**src/rtl/bcd_score_display.sv**
```systemverilog
// Decimal score counter fed by an asynchronous event line, with a registered,
// time-multiplexed active-low seven-segment driver for a common-anode digit bank.
module bcd_score_display #(
    parameter int DIGITS   = 4,
    parameter int SCAN_DIV = 50000,
    parameter bit SATURATE = 1'b0,
    parameter bit BLANK_LZ = 1'b1
) (
    input  logic                clk,
    input  logic                RSTn,
    input  logic                add_cube,
    input  logic                clear,
    output logic [4*DIGITS-1:0] score_bcd,
    output logic                overflow,
    output logic [6:0]          seg_out,
    output logic [DIGITS-1:0]   sel
);

    localparam int CNT_W = (SCAN_DIV > 1) ? $clog2(SCAN_DIV) : 1;
    localparam int IDX_W = (DIGITS > 1) ? $clog2(DIGITS) : 1;
    localparam logic [CNT_W-1:0] SCAN_LAST = CNT_W'(SCAN_DIV - 1);
    localparam logic [IDX_W-1:0] IDX_LAST  = IDX_W'(DIGITS - 1);

    logic [2:0]          sync_q;
    logic                inc;
    logic [4*DIGITS-1:0] score_q, score_d, inc_score;
    logic                carry_out;
    logic                ovf_q, ovf_d;
    logic [CNT_W-1:0]    scan_q, scan_d;
    logic [IDX_W-1:0]    idx_q, idx_d;
    logic [6:0]          seg_q, seg_d;
    logic [DIGITS-1:0]   sel_q, sel_d;
    logic [3:0]          cur_digit;
    logic                cur_blank;
    logic                higher_zero;
    logic                carry;

    function automatic logic [6:0] decode(input logic [3:0] d);
        case (d)
            4'd0:    return 7'h40;
            4'd1:    return 7'h79;
            4'd2:    return 7'h24;
            4'd3:    return 7'h30;
            4'd4:    return 7'h19;
            4'd5:    return 7'h12;
            4'd6:    return 7'h02;
            4'd7:    return 7'h78;
            4'd8:    return 7'h00;
            4'd9:    return 7'h10;
            default: return 7'h7F;
        endcase
    endfunction

    // Flops preset to 1 so a line already high at reset release is not seen as an edge.
    always_ff @(posedge clk or negedge RSTn) begin
        if (!RSTn) begin
            sync_q <= 3'b111;
        end else begin
            sync_q <= {sync_q[1:0], add_cube};
        end
    end

    assign inc = sync_q[1] & ~sync_q[2];

    always_comb begin
        inc_score = score_q;
        carry     = 1'b1;
        for (int i = 0; i < DIGITS; i++) begin
            if (carry) begin
                if (score_q[4*i +: 4] == 4'd9) begin
                    inc_score[4*i +: 4] = 4'd0;
                end else begin
                    inc_score[4*i +: 4] = score_q[4*i +: 4] + 4'd1;
                    carry               = 1'b0;
                end
            end
        end
        carry_out = carry;
    end

    // Clear has priority and swallows a coincident increment, overflow included.
    always_comb begin
        score_d = score_q;
        ovf_d   = 1'b0;
        if (clear) begin
            score_d = '0;
        end else if (inc) begin
            if (carry_out) begin
                ovf_d   = 1'b1;
                score_d = SATURATE ? score_q : '0;
            end else begin
                score_d = inc_score;
            end
        end
    end

    always_comb begin
        scan_d = scan_q + 1'b1;
        idx_d  = idx_q;
        if (scan_q == SCAN_LAST) begin
            scan_d = '0;
            idx_d  = (idx_q == IDX_LAST) ? '0 : idx_q + 1'b1;
        end
    end

    // Walk from the top digit down so each digit knows whether everything above it is zero.
    always_comb begin
        higher_zero = 1'b1;
        cur_digit   = 4'd0;
        cur_blank   = 1'b0;
        for (int i = DIGITS - 1; i >= 0; i--) begin
            higher_zero = higher_zero & (score_q[4*i +: 4] == 4'd0);
            if (idx_q == IDX_W'(i)) begin
                cur_digit = score_q[4*i +: 4];
                cur_blank = BLANK_LZ && (i != 0) && higher_zero;
            end
        end
        seg_d = cur_blank ? 7'h7F : decode(cur_digit);
        sel_d = ~(DIGITS'(1) << idx_q);
    end

    always_ff @(posedge clk or negedge RSTn) begin
        if (!RSTn) begin
            score_q <= '0;
            ovf_q   <= 1'b0;
            scan_q  <= '0;
            idx_q   <= '0;
            seg_q   <= 7'h7F;
            sel_q   <= '1;
        end else begin
            score_q <= score_d;
            ovf_q   <= ovf_d;
            scan_q  <= scan_d;
            idx_q   <= idx_d;
            seg_q   <= seg_d;
            sel_q   <= sel_d;
        end
    end

    assign score_bcd = score_q;
    assign overflow  = ovf_q;
    assign seg_out   = seg_q;
    assign sel       = sel_q;

endmodule

```
**config.mk**
```make
export PLATFORM = sky130hd
export DESIGN_NAME = bcd_score_display
export DESIGN_NICKNAME = d
export VERILOG_FILES = /design/src/rtl/bcd_score_display.sv
export SDC_FILE = /design/constraint.sdc
export NUM_CORES = 1
export LEC_CHECK = 0
export ABC_AREA = 1
export CORE_MARGIN = 5
export CORE_UTILIZATION = 35
export CTS_CLUSTER_SIZE = 12
export DETAILED_ROUTE_END_ITERATION = 10
export GPL_TIMING_DRIVEN = 1
export SYNTH_ARGS = -nofsm -noshare
export SYNTH_HDL_FRONTEND = slang
export SYNTH_SLANG_ARGS = --single-unit
```
**constraint.sdc**
```tcl
create_clock -name clk -period 2.12 [get_ports clk]
set_clock_uncertainty 0.2 [all_clocks]
set_input_delay 0.424 -clock clk [delete_from_list [all_inputs] [get_ports clk]]
set_output_delay 0.424 -clock clk [all_outputs]
set_load 0.005 [all_outputs]
```
==> results.md <==
- Row count: 32
- Vias: 2,295
- Post-synth ARST share: 100%
- Maximum clock frequency: 500 MHz
- Number of global-route vias before repair: between 2,000 and 2,500
- Vias per cell: 4.70
- R2R Path Start: idx_q[0]
- Worst path slowest cell: dfrtp_2
- Register area share after synthesis: between 40% and 50%
- Reg2Reg Depth: 12
- Power per cell area: about 650 mW/mm^2
- Grt total ovfl: 0
- Pleak: 1.61 nW
- Most frequent cell after synthesis: nand2_1
- DRC: 0
- Sw Ratio: ~29%
- Cell count after synthesis: 337
- H-tree depth: 2
- Clock Sinks: 49
- Reg2reg end: seg_out[3]
- Worst path cell trace: inv_4 -> ha_4 -> inv_2 -> nand3_1 -> nand2_2 -> a21oi_4 -> inv_2 -> ha_4 -> or2_1 -> nand2_1 -> nand2_1 -> nand2_1
- Synthesized area per cell: 8.11 sq um
- Top-area cell type share of the netlist area: 32.0%
- Clock-pin slew on the worst setup and hold paths: 90 ps
- Top cells by count, synth: nand2_1, inv_1, dfrtp_1
- Diodes inserted: 0
- Post-route minimum period: 2000 ps
- CTS tree: done
- Hold_sp: sync_q[0]
- Placed insts: 479
- Area delta synth->final: 24.3%
- Largest stage delay on the critical path: 460 ps
- Die Width: 98.4 um
- Post-route ant nets: 0
- Die area: 0.00968 sq mm
- TritonCTS buffer count: 5
- DP HPWL: 4500 um
- Crit share post-route: roughly 94%
- Syn Nets: between 300 and 400
- Synth area leader: dfrtp_1
- Flop pwr share: 50.6%
- Final cell count without fillers: 488
- Synth Register Bits: 49
- Dominant synthesized flop cell: dfrtp_1
- Die Y: between 90 and 100 um
- Clk buf depth: 2
- DR iter-0 viols: 69
- Drt first pass iters: 4
- Clk_lat worst skew: 300 ps
- Slew headroom: 73.0%
- Worst Setup Start Kind: register
- Hold WC Path Type: reg2reg
- Clock root buffer: clkbuf_8
- Setup violations, final: 0
- Peak supply drop: 0.282 mV
- WL final: 5750 um
- Worst hold stages: 0
- Initial antenna violation count: 0
- Number of port buffers: 31
- Clk pwr share: 25.6%
- R2R Setup Slk: 120 ps
- Actual slew at the worst max-slew pin: 406 ps
- Worst Setup Path Type: reg2reg
- Worst EP required: about 2200 ps
- Core area: approximately 0.0077 sq mm
- Per-cell routed wire length: 11.8 um
- Initial core utilization: about 36%
- Status: completed
- Largest net degree at the start of global routing: 34
- Synth warn: 0
- Setup ws final: roughly 120 ps
- Pint: 1.58 mW
- Slew Viols, Final: 0
- All-Layer GR Usage: 12.7%
- Final core occ: between 40% and 50%
- Fin nets: slightly above 400
- Cell mode on critical path: nand2_1
- CP Max Fanout: 5
- TNS Setup: 0 ps
- Combinational share of power: 23.9%
- Number of synthesized flops with an enable pin: 0
- Crit path arrival time: 2050 ps
- Distinct cell type count after synthesis: 30
- RSZ-0062 raised after global routing: false
- Layout cells sized above 1: around 17%
- Area contributors post-synth: dfrtp_1, dfstp_2, nand2_1, ha_1, inv_1
- Psw: 639 uW
- GP Congestion: 0.892
- Ports: 32
- Setup WS pre-CTS: approximately 19 ps
- Worst setup EP type: register
- Worst Hold End: sync_q[1]
- Hold Worst Slack: 160 ps
- Global-route wire length before repair: 10,200 um
- Fin. Hold Viols: 0
- Max-cap violations: 0
- Mapped cell area: 0.00273 sq mm
repair_timing:
item,CTS,global route
hold buffers,1,0
gates resized for setup,1,9
setup buffers,0,0
hold endpoints to repair,15,0
endpoints found under the setup margin,1,5
cell families after synthesis:
family,Yosys count,share of synthesized area [%]
simple gates,170,28.4
buf+inv,53,7.60
flops,49,45.5
compound gates,40,8.60
fa+ha+maj,14,6.41
xor+xnor,11,3.52
cell usage in the layout, fill, tap and decap left out, types with 2 or more instances in the layout:
cell | Yosys | layout
ha_1 | 14 | 9
a21oi_4 | 2 | 2
inv_2 | 9 | 11
ha_4 | 0 | 3
nor3_1 | 5 | 5
nand2_4 | 2 | 2
nor2_4 | 2 | 2
buf_4 | 0 | 10
clkbuf_1 | 0 | 2
dfrtp_1 | 35 | 34
a21oi_1 | 13 | 12
nand3_1 | 27 | 27
inv_1 | 42 | 39
nor2_1 | 30 | 30
dfstp_2 | 14 | 14
ha_2 | 0 | 2
nand4_1 | 12 | 12
clkdlybuf4s50_1 | 0 | 30
o21ai_1 | 7 | 7
o21ai_2 | 2 | 2
nand3_2 | 2 | 2
nand2_2 | 3 | 4
nand2_1 | 82 | 81
xor2_1 | 10 | 10
o21ai_0 | 14 | 14
clkbuf_8 | 0 | 6
flip-flops by register name, summed over array words and instances (netlist names):
register   cells
score_bcd     16
scan_q        16
seg_out        7
sel            4
idx_q          2
overflow       1
sync_q         3
per-stage QoR:
stage               cell area (sq um)  total power, mW
floorplan                        2740             1.39
global placement                 3250             1.66
detailed placement               3250             1.67
CTS                              3350             2.26
global route                     3400             2.38
finish                           3400             2.22
worst max-delay path, delay by kind of cell, from the launching register on:
kind | cells | cell delay, ps
simple gates | 6 | 530
flops | 1 | 460
fa+ha+maj | 2 | 390
buf+inv | 3 | 210
compound gates | 1 | 160
how the worst max path moves through the flow:
stage	slack (ps)	cells past startpoint	end	start
after floorplan	20	11	seg_out[3]	idx_q[0]
after global placement	70	12	seg_out[3]	idx_q[0]
after detailed placement	20	12	seg_out[3]	idx_q[0]
after CTS	2	12	seg_out[3]	idx_q[0]
after global routing	9	12	seg_out[3]	idx_q[0]
final	120	12	seg_out[3]	idx_q[0]
per-layer routing:
layer,routed length [um],track usage (%),vias up
met5,0,0,-
met4,66,3.89,0
met3,264,2.93,7
met2,2720,21.1,46
met1,2700,16.5,1059
li1,-,-,1183
power by group through the flow:
| stage | logic (mW) | registers (mW) | clock network (mW) |
|---|---|---|---|
| 2_1_floorplan | 0.243 | 1.14 | 0 |
| 3_3_place_gp | 0.520 | 1.14 | 0 |
| 3_5_place_dp | 0.529 | 1.14 | 0 |
| 4_1_cts | 0.532 | 1.13 | 0.599 |
| 5_1_grt | 0.603 | 1.14 | 0.640 |
| 6_report | 0.530 | 1.12 | 0.568 |
area by class of cell:
| class | instances | area, sq um |
|---|---|---|
| well taps | 102 | 128 |
| multi-input cells | 235 | 1330 |
| repair buffers | 43 | 410 |
| clock buffers | 8 | 90.1 |
| flip-flops and latches | 49 | 1240 |
| fillers | 800 | 4290 |
| inverters | 51 | 194 |
No activity file was read; power rests on OpenSTA's default activity.
